--- src/rtl/bambu_mem_model_pkg.sv ---
// bambu_mem_model_pkg: shared constants, channel state type and size-to-mask helper
package bambu_mem_model_pkg;
  localparam int NCH    = 2;
  localparam int BYTE_W = 8;
  localparam int SIZE_W = 4;

  typedef enum logic [1:0] {IDLE, RD_WAIT, WR_WAIT} mem_ch_state_t;

  function automatic logic [BYTE_W-1:0] size_to_mask(input logic [SIZE_W-1:0] size);
    return size >= SIZE_W'(BYTE_W) ? '1 : BYTE_W'((32'd1 << size) - 32'd1);
  endfunction
endpackage

--- src/rtl/bambu_mem_channel_ctrl.sv ---
// bambu_mem_channel_ctrl: per-channel request FSM, latency counter, strobes and MEM_PROTOCOL_CHECK_EN checker
module bambu_mem_channel_ctrl
  import bambu_mem_model_pkg::*;
#(
  parameter int unsigned MEM_SIZE  = 4096,
  parameter int unsigned ADDR_W    = 12,
  parameter int unsigned READ_LAT  = 2,
  parameter int unsigned WRITE_LAT = 1,
  parameter int unsigned OFF_W     = $clog2(MEM_SIZE)
) (
  input  logic              clk,
  input  logic              rst,
  input  logic [31:0]       base_addr,
  input  logic              oe,
  input  logic              we,
  input  logic [ADDR_W-1:0] addr,
  input  logic [BYTE_W-1:0] wdata,
  input  logic [SIZE_W-1:0] size,
  output logic [OFF_W-1:0]  off,
  output logic [BYTE_W-1:0] wr_mask,
  output logic [BYTE_W-1:0] wr_bits,
  output logic              rd_rdy,
  output logic              wr_en,
  output logic              protocol_err
);
  localparam int CNT_W = 4;
  mem_ch_state_t    state_q, state_d;
  logic [CNT_W-1:0] cnt_q, cnt_d;
  logic [31:0]      addr_x;
  logic             in_win, rd_req, wr_req, rd_done, wr_done;
  assign addr_x  = 32'(addr);
  assign in_win  = (addr_x >= base_addr) && ({1'b0, addr_x} < {1'b0, base_addr} + 33'(MEM_SIZE));
  assign off     = OFF_W'(addr_x - base_addr);
  assign wr_mask = size_to_mask(size);
  assign wr_bits = wdata & wr_mask;
  assign rd_req  = oe & ~we;
  assign wr_req  = we & ~oe;
  assign rd_done = state_q == RD_WAIT && rd_req && cnt_q == CNT_W'(READ_LAT - 1);
  // Single-cycle writes complete straight from IDLE and never visit WR_WAIT
  assign wr_done = WRITE_LAT == 1 ? state_q == IDLE && wr_req && in_win
                                  : state_q == WR_WAIT && wr_req && cnt_q == CNT_W'(WRITE_LAT - 1);
  assign rd_rdy  = rd_done & ~rst;
  assign wr_en   = wr_done & ~rst;
  always_comb begin
    state_d = state_q;
    cnt_d   = cnt_q + CNT_W'(1);
    case (state_q)
      IDLE: begin
        state_d = rd_req && in_win ? RD_WAIT : wr_req && in_win && WRITE_LAT > 1 ? WR_WAIT : IDLE;
        cnt_d   = state_d == IDLE ? '0 : CNT_W'(1);
      end
      RD_WAIT: begin
        state_d = !rd_req || rd_done ? IDLE : RD_WAIT;
        cnt_d   = state_d == IDLE ? '0 : cnt_q + CNT_W'(1);
      end
      WR_WAIT: begin
        state_d = !wr_req || wr_done ? IDLE : WR_WAIT;
        cnt_d   = state_d == IDLE ? '0 : cnt_q + CNT_W'(1);
      end
      default: begin
        state_d = IDLE;
        cnt_d   = '0;
      end
    endcase
  end
  always_ff @(posedge clk) begin
    state_q <= rst ? IDLE : state_d;
    cnt_q   <= rst ? '0 : cnt_d;
  end
`ifdef MEM_PROTOCOL_CHECK_EN
  logic              err_q, err_d, viol, busy;
  logic [ADDR_W-1:0] addr_q, addr_d;
  logic [SIZE_W-1:0] size_q, size_d;
  logic [BYTE_W-1:0] wdata_q, wdata_d;
  // Request fields are snapshotted while idle and must hold steady until completion
  always_comb begin
    busy    = state_q != IDLE;
    viol    = (oe & we) | (state_q == RD_WAIT & ~oe) | (state_q == WR_WAIT & ~we)
            | (busy & (addr != addr_q || size != size_q)) | (state_q == WR_WAIT & wdata != wdata_q);
    err_d   = err_q | viol;
    addr_d  = busy ? addr_q : addr;
    size_d  = busy ? size_q : size;
    wdata_d = busy ? wdata_q : wdata;
  end
  always_ff @(posedge clk) begin
    err_q   <= rst ? 1'b0 : err_d;
    addr_q  <= addr_d;
    size_q  <= size_d;
    wdata_q <= wdata_d;
  end
  assign protocol_err = err_q;
`ifndef SYNTHESIS
  always_ff @(posedge clk) if (!rst && viol && !err_q) $error("bambu_mem_channel_ctrl: protocol violation");
`endif
`else
  assign protocol_err = 1'b0;
`endif
endmodule

--- config.mk ---
export PLATFORM = sky130hd
export DESIGN_NAME = bambu_mem_channel_ctrl
export DESIGN_NICKNAME = d
export VERILOG_FILES = /design/src/rtl/bambu_mem_model_pkg.sv /design/src/rtl/bambu_mem_channel_ctrl.sv
export SDC_FILE = /design/constraint.sdc
export NUM_CORES = 1
export LEC_CHECK = 0
export BUFFER_PORTS_ARGS = -buffer_cell sky130_fd_sc_hd__buf_2
export CORE_UTILIZATION = 49
export CTS_CLUSTER_DIAMETER = 30
export DETAILED_ROUTE_END_ITERATION = 6
export PLACE_DENSITY_LB_ADDON = 0.3
export SYNTH_ARGS = -nofsm -noshare
export SYNTH_HDL_FRONTEND = slang
export SYNTH_SLANG_ARGS = --single-unit
export TNS_END_PERCENT = 5
--- constraint.sdc ---
create_clock -name clk -period 5.3 [get_ports clk]
set_clock_uncertainty 0.2 [all_clocks]
set_input_delay 0.795 -clock clk [delete_from_list [all_inputs] [get_ports clk]]
set_output_delay 0.795 -clock clk [all_outputs]
set_load 0.02 [all_outputs]
# [After elaboration in Yosys (flattened, before gate mapping)]
# Index checks and enable logic that the tools add are counted.
[totals] register_bits=6 input_bits=60 output_inout_bits=31 word_cells=44
[op_classes] addsub=4 n_lt_le_gt_ge=3 n_eq_ne=3 n_shift=1 muxes=9 bitwise=8 n_reduce_logical=14
[op_table] cell="32-bit by 13-bit adder with 33-bit output, second input constant" n=1
[op_table] cell="12-bit by 33-bit less-than comparator with 1-bit output" n=1
[op_table] cell="12-bit by 32-bit greater-or-equal comparator with 1-bit output" n=1
[op_table] cell="4-bit one-hot mux with 3 select lines" n=1
[op_table] cell="12-bit subtractor" n=1
[op_table] cell="8-bit bitwise AND" n=1
[op_table] cell="2-bit zero test" n=4
[op_table] cell="4-bit 2-to-1 mux" n=2
[op_table] cell="8-bit 2-to-1 mux" n=1
[op_table] cell="1-bit by 4-bit left shift with 8-bit output, first input constant" n=1
[op_table] cell="8-bit by 1-bit subtractor with 8-bit output, second input constant" n=1
[op_table] cell="1-bit logical AND" n=6
[op_table] cell="2-bit one-hot mux with 3 select lines" n=1
[op_table] cell="4-bit by 1-bit adder with 4-bit output, second input constant" n=1
[op_table] cell="1-bit bitwise AND" n=4
[op_table] cell="4-bit by 1-bit == test with 1-bit output, second input constant" n=1
[op_table] cell="4-bit greater-or-equal comparator, second input constant" n=1
[op_table] cell="1-bit 2-to-1 mux" n=3
[op_table] cell="1-bit NOT" n=3
[op_table] cell="2-bit by 1-bit == test with 1-bit output, second input constant" n=1
[op_table] cell="2-bit == test, second input constant" n=1
[op_table] cell="1-bit zero test" n=2
[op_table] cell="1-bit logical OR" n=2
[op_table] cell="2-bit 2-to-1 mux" n=1

# [Depth between registers and ports, before layout]
[depth] word_depth=9 mapped_depth=11 depth_no_buf=11

# [Worst setup path before layout]
# OpenSTA, ideal clock, no wires.
[synth_timing] path_kind="input-to-output" from="input addr[0]" to="output off[10]" arrival_ns=2.951 path_slack_ns=1.354 cell_stages=11 path_buffers=0 cell_sequence="inv_1 -> ha_1 -> inv_1 -> fa_1 -> a21o_1 -> a21oi_1 -> o21bai_1 -> a2111oi_0 -> o31ai_1 -> a21oi_1 -> xnor2_1"
[synth_between] elab_chain_len=1
[synth_rtl] element="start: declaration" line_no="bambu_mem_channel_ctrl.sv:16" text="input logic [ADDR_W-1:0] addr,"
[synth_rtl] element="12-bit subtractor" line_no="bambu_mem_channel_ctrl.sv:33" text="assign off = OFF_W'(addr_x - base_addr);"
[synth_rtl] element="end: declaration" line_no="bambu_mem_channel_ctrl.sv:19" text="output logic [OFF_W-1:0] off,"
# No other way between the ends.

# [Final worst setup path]
# Same ends and word-level chain as after synthesis.

==> metrics.md <==
| Metric | Value |
|---|---|
| Status | complete, no violations |
| Dpl ws | 970 ps |
| Hold Crit Class | reg2reg |
| Tot Pwr | 278 uW |
| Leading cell types in the layout, fill and taps excluded | 89 x buf_2, 24 x inv_1, 18 x nor2_1, 17 x ha_1, 15 x a21oi_1 |
| # port buffers | 89 |
| CTS clock-pin slew for the worst setup and hold paths | 40 ps |
| Chip Width | 59.5 um |
| Post-route ant nets | 0 |
| Area of the core | 3100 um2 |
| Max VDD drop | 77.2 uV |
| Sw Ratio | 0.464 |
| Yosys warns | 0 |
| Setup WS post-layout | 970 ps |
| Syn Area/Cell | 7.16 um2 |
| Setup violators final | 0 |
| Main area contributors after synthesis | ha_1 13%, dfxtp_1 7.4%, xnor2_1 6.0% |
| Post-Synthesis Cell Area | 1620 um2 |
| Number of global-route vias before repair | 1654 |
| Dpl cells | 357 |
| Routed wire length | 4010 um |
| Sequential standard cell area | 120 um2 |
| Reg power frac | 0.163 |
| Leakage Power | 1.05 nW |
| CTS Buffer Depth | 2 |
| Final Non-Filler Cells | 360 |
| Clk_lat worst skew | 250 ps |
| Row count | 20 |
| Power share of the combinational group | 0.682 |
| Starting Density | 0.521 |
| Multi-input logic area | 1400 um2 |
| Synth Register Bits | 6 |
| Placement Cell Area | 2110 um2 |
| # Post-CTS Setup Buffers | 0 |
| CP required | 4300 ps |
| CTS Hold Bufs | 0 |
| Slew at the pin closest to its max-slew limit | 580 ps |
| Post-CTS sizing | 0 |
| Synth unique cells | 52 |
| Area growth syn-to-layout | 31.6% |
| Crit path DAT | 3330 ps |
| Root Driver | clkbuf_4 |
| Max Fclk | 231 MHz |
| Most common cell after layout, fill and taps aside | buf_2 |
| Fin. max-slew vios | 0 |
| Hold_ws | 315 ps |
| CTS Buf Count | 3 |
| Relative slew slack | 0.603 |
| CTS H-Tree Depth | 1 |
| Biggest area consumer among synthesized cells | ha_1 |
| Share of Yosys cell area claimed by the top area cell type | 0.131 |
| Fin crit share | 0.817 |
| Sw Pwr | 129 uW |
| Final Wtd Congestion | 0.905 |
| Fill count | 295 |
| DRT iter0 DRCs | 112 |
| Via count | 1939 |
| Nets | 396 |
| Final Util | 0.686 |
| Pint | 149 uW |
| Die Span Y | 59.5 um |
| TritonCTS Sinks | 6 |
| Gr usage total | 0.226 |
| Synth async-reset ratio | 0 |
| Hpwl dp | 3420 um |
| Count of flip-flops with a built-in enable after synthesis | 0 |
| Setup CP Type | in2out |
| Maxcap violations | 0 |
| Largest net degree at the start of global routing | 9 |
| Tmin final | 4330 ps |
| Gr ovfl total | 0 |
| TritonCTS clock tree | done |
| Design area | 2130 um2 |
| Worst Path Max Fanout | 3 |
| Clock group share of total power | 0.156 |
| Drc violations | 0 |
| Number of I/O pins | 91 |
| Synthesized Nets | 304 |
| Pwr dens | 131 nW/um2 |
| Vias/cell | 5.39 |
| # diodes | 0 |
| Setup tns final | 0 ps |
| Primary FF master, synth | dfxtp_1 |
| Setup crit start kind | primary input |
| Share of cells above drive strength 1 | 0.323 |
| RSZ-0062 raised after global routing | false |
| Register area share after synthesis | 0.0742 |
| CP Capture Type | output port |
| WL/cell | 11.1 um |
| Hold Fails Final Rpt | 0 |
| Initial antenna violation count | 0 |
| First-pass GRT wire length | 6380 um |
| Drt pass-1 iters | 4 |
| Synth Instances | 226 |
| DIE AREA | 3540 um2 |
routing by layer:
layer	vias to the layer above	share of wire	global-route usage
met4	0	0.0057	0.0544
met5	-	0	0
met2	74	0.49	0.425
li1	1015	-	-
met1	846	0.44	0.270
met3	4	0.062	0.0240
worst paths after layout:
kind | cells past startpoint | to | start | slack [ps]
hold / removal | 2 | cnt_q[0]$_SDFF_PP0_ | cnt_q[0]$_SDFF_PP0_ | 320
setup reg to reg | 6 | state_q[0]$_SDFF_PP0_ | state_q[1]$_SDFF_PP0_ | 3820
setup / recovery | 13 | off[10] | addr[0] | 970
hold reg to reg | 2 | cnt_q[0]$_SDFF_PP0_ | cnt_q[0]$_SDFF_PP0_ | 320
critical path: stages:
cell,delay (ps)
buf_2,100
inv_1,40
ha_1,150
inv_1,70
fa_1,410
a21o_1,170
a21oi_1,260
o21bai_1,110
a2111oi_0,570
o31ai_1,150
a21oi_1,190
xnor2_1,130
buf_2,180
cell type report:
class / count / area share
Sequential cell: 6 / 0.0564
Inverter: 24 / 0.0423
Multi-Input combinational cell: 194 / 0.656
Timing Repair Buffer: 89 / 0.209
Tap cell: 44 / 0.0259
Clock buffer: 3 / 0.0106
cells in the mapped netlist, types with 2 or more instances:
library cell	instances
a2111oi_0	2
a211o_1	2
a211oi_1	3
a21o_1	8
a21oi_1	15
a31oi_1	2
and2_1	11
and4_1	3
dfxtp_1	6
ha_1	17
inv_1	24
nand2_1	12
nand2b_1	5
nand3_1	13
nand4_1	6
nor2_1	18
nor2b_1	4
nor3_1	6
nor4_1	3
o21a_1	2
o21ai_0	7
o21bai_1	2
o31ai_1	4
o41ai_1	3
or2_2	2
or3_1	4
or4_1	3
xnor2_1	11
xor2_1	5
cell families (layout without fill, tap and decap cells):
group                      after synthesis  after routing  share of synthesized area
muxes                                    1              1                    0.00619
DFF                                      6              6                     0.0742
and+or+nand+nor                        101            101                      0.369
xor gates and xnor gates                16             16                     0.0866
buffers and inverters                   26            116                     0.0626
AOI/OAI and AO/OA                       57             57                      0.255
other                                    1              1                    0.00232
adders and majority gates               18             18                      0.144
registers in the layout, summed over array words and instances, names as in the netlist:
name     cells
state_q      2
cnt_q        4
power groups by stage:
stage | clock, mW | sequential, mW | combinational [mW]
after global placement | 0 | 0.0461 | 0.187
after detailed placement | 0 | 0.0461 | 0.189
after CTS | 0.0448 | 0.0452 | 0.190
after global routing | 0.0477 | 0.0451 | 0.209
final | 0.0434 | 0.0452 | 0.190
after floorplan | 0 | 0.0461 | 0.122
(Power assumes the default switching activity.)
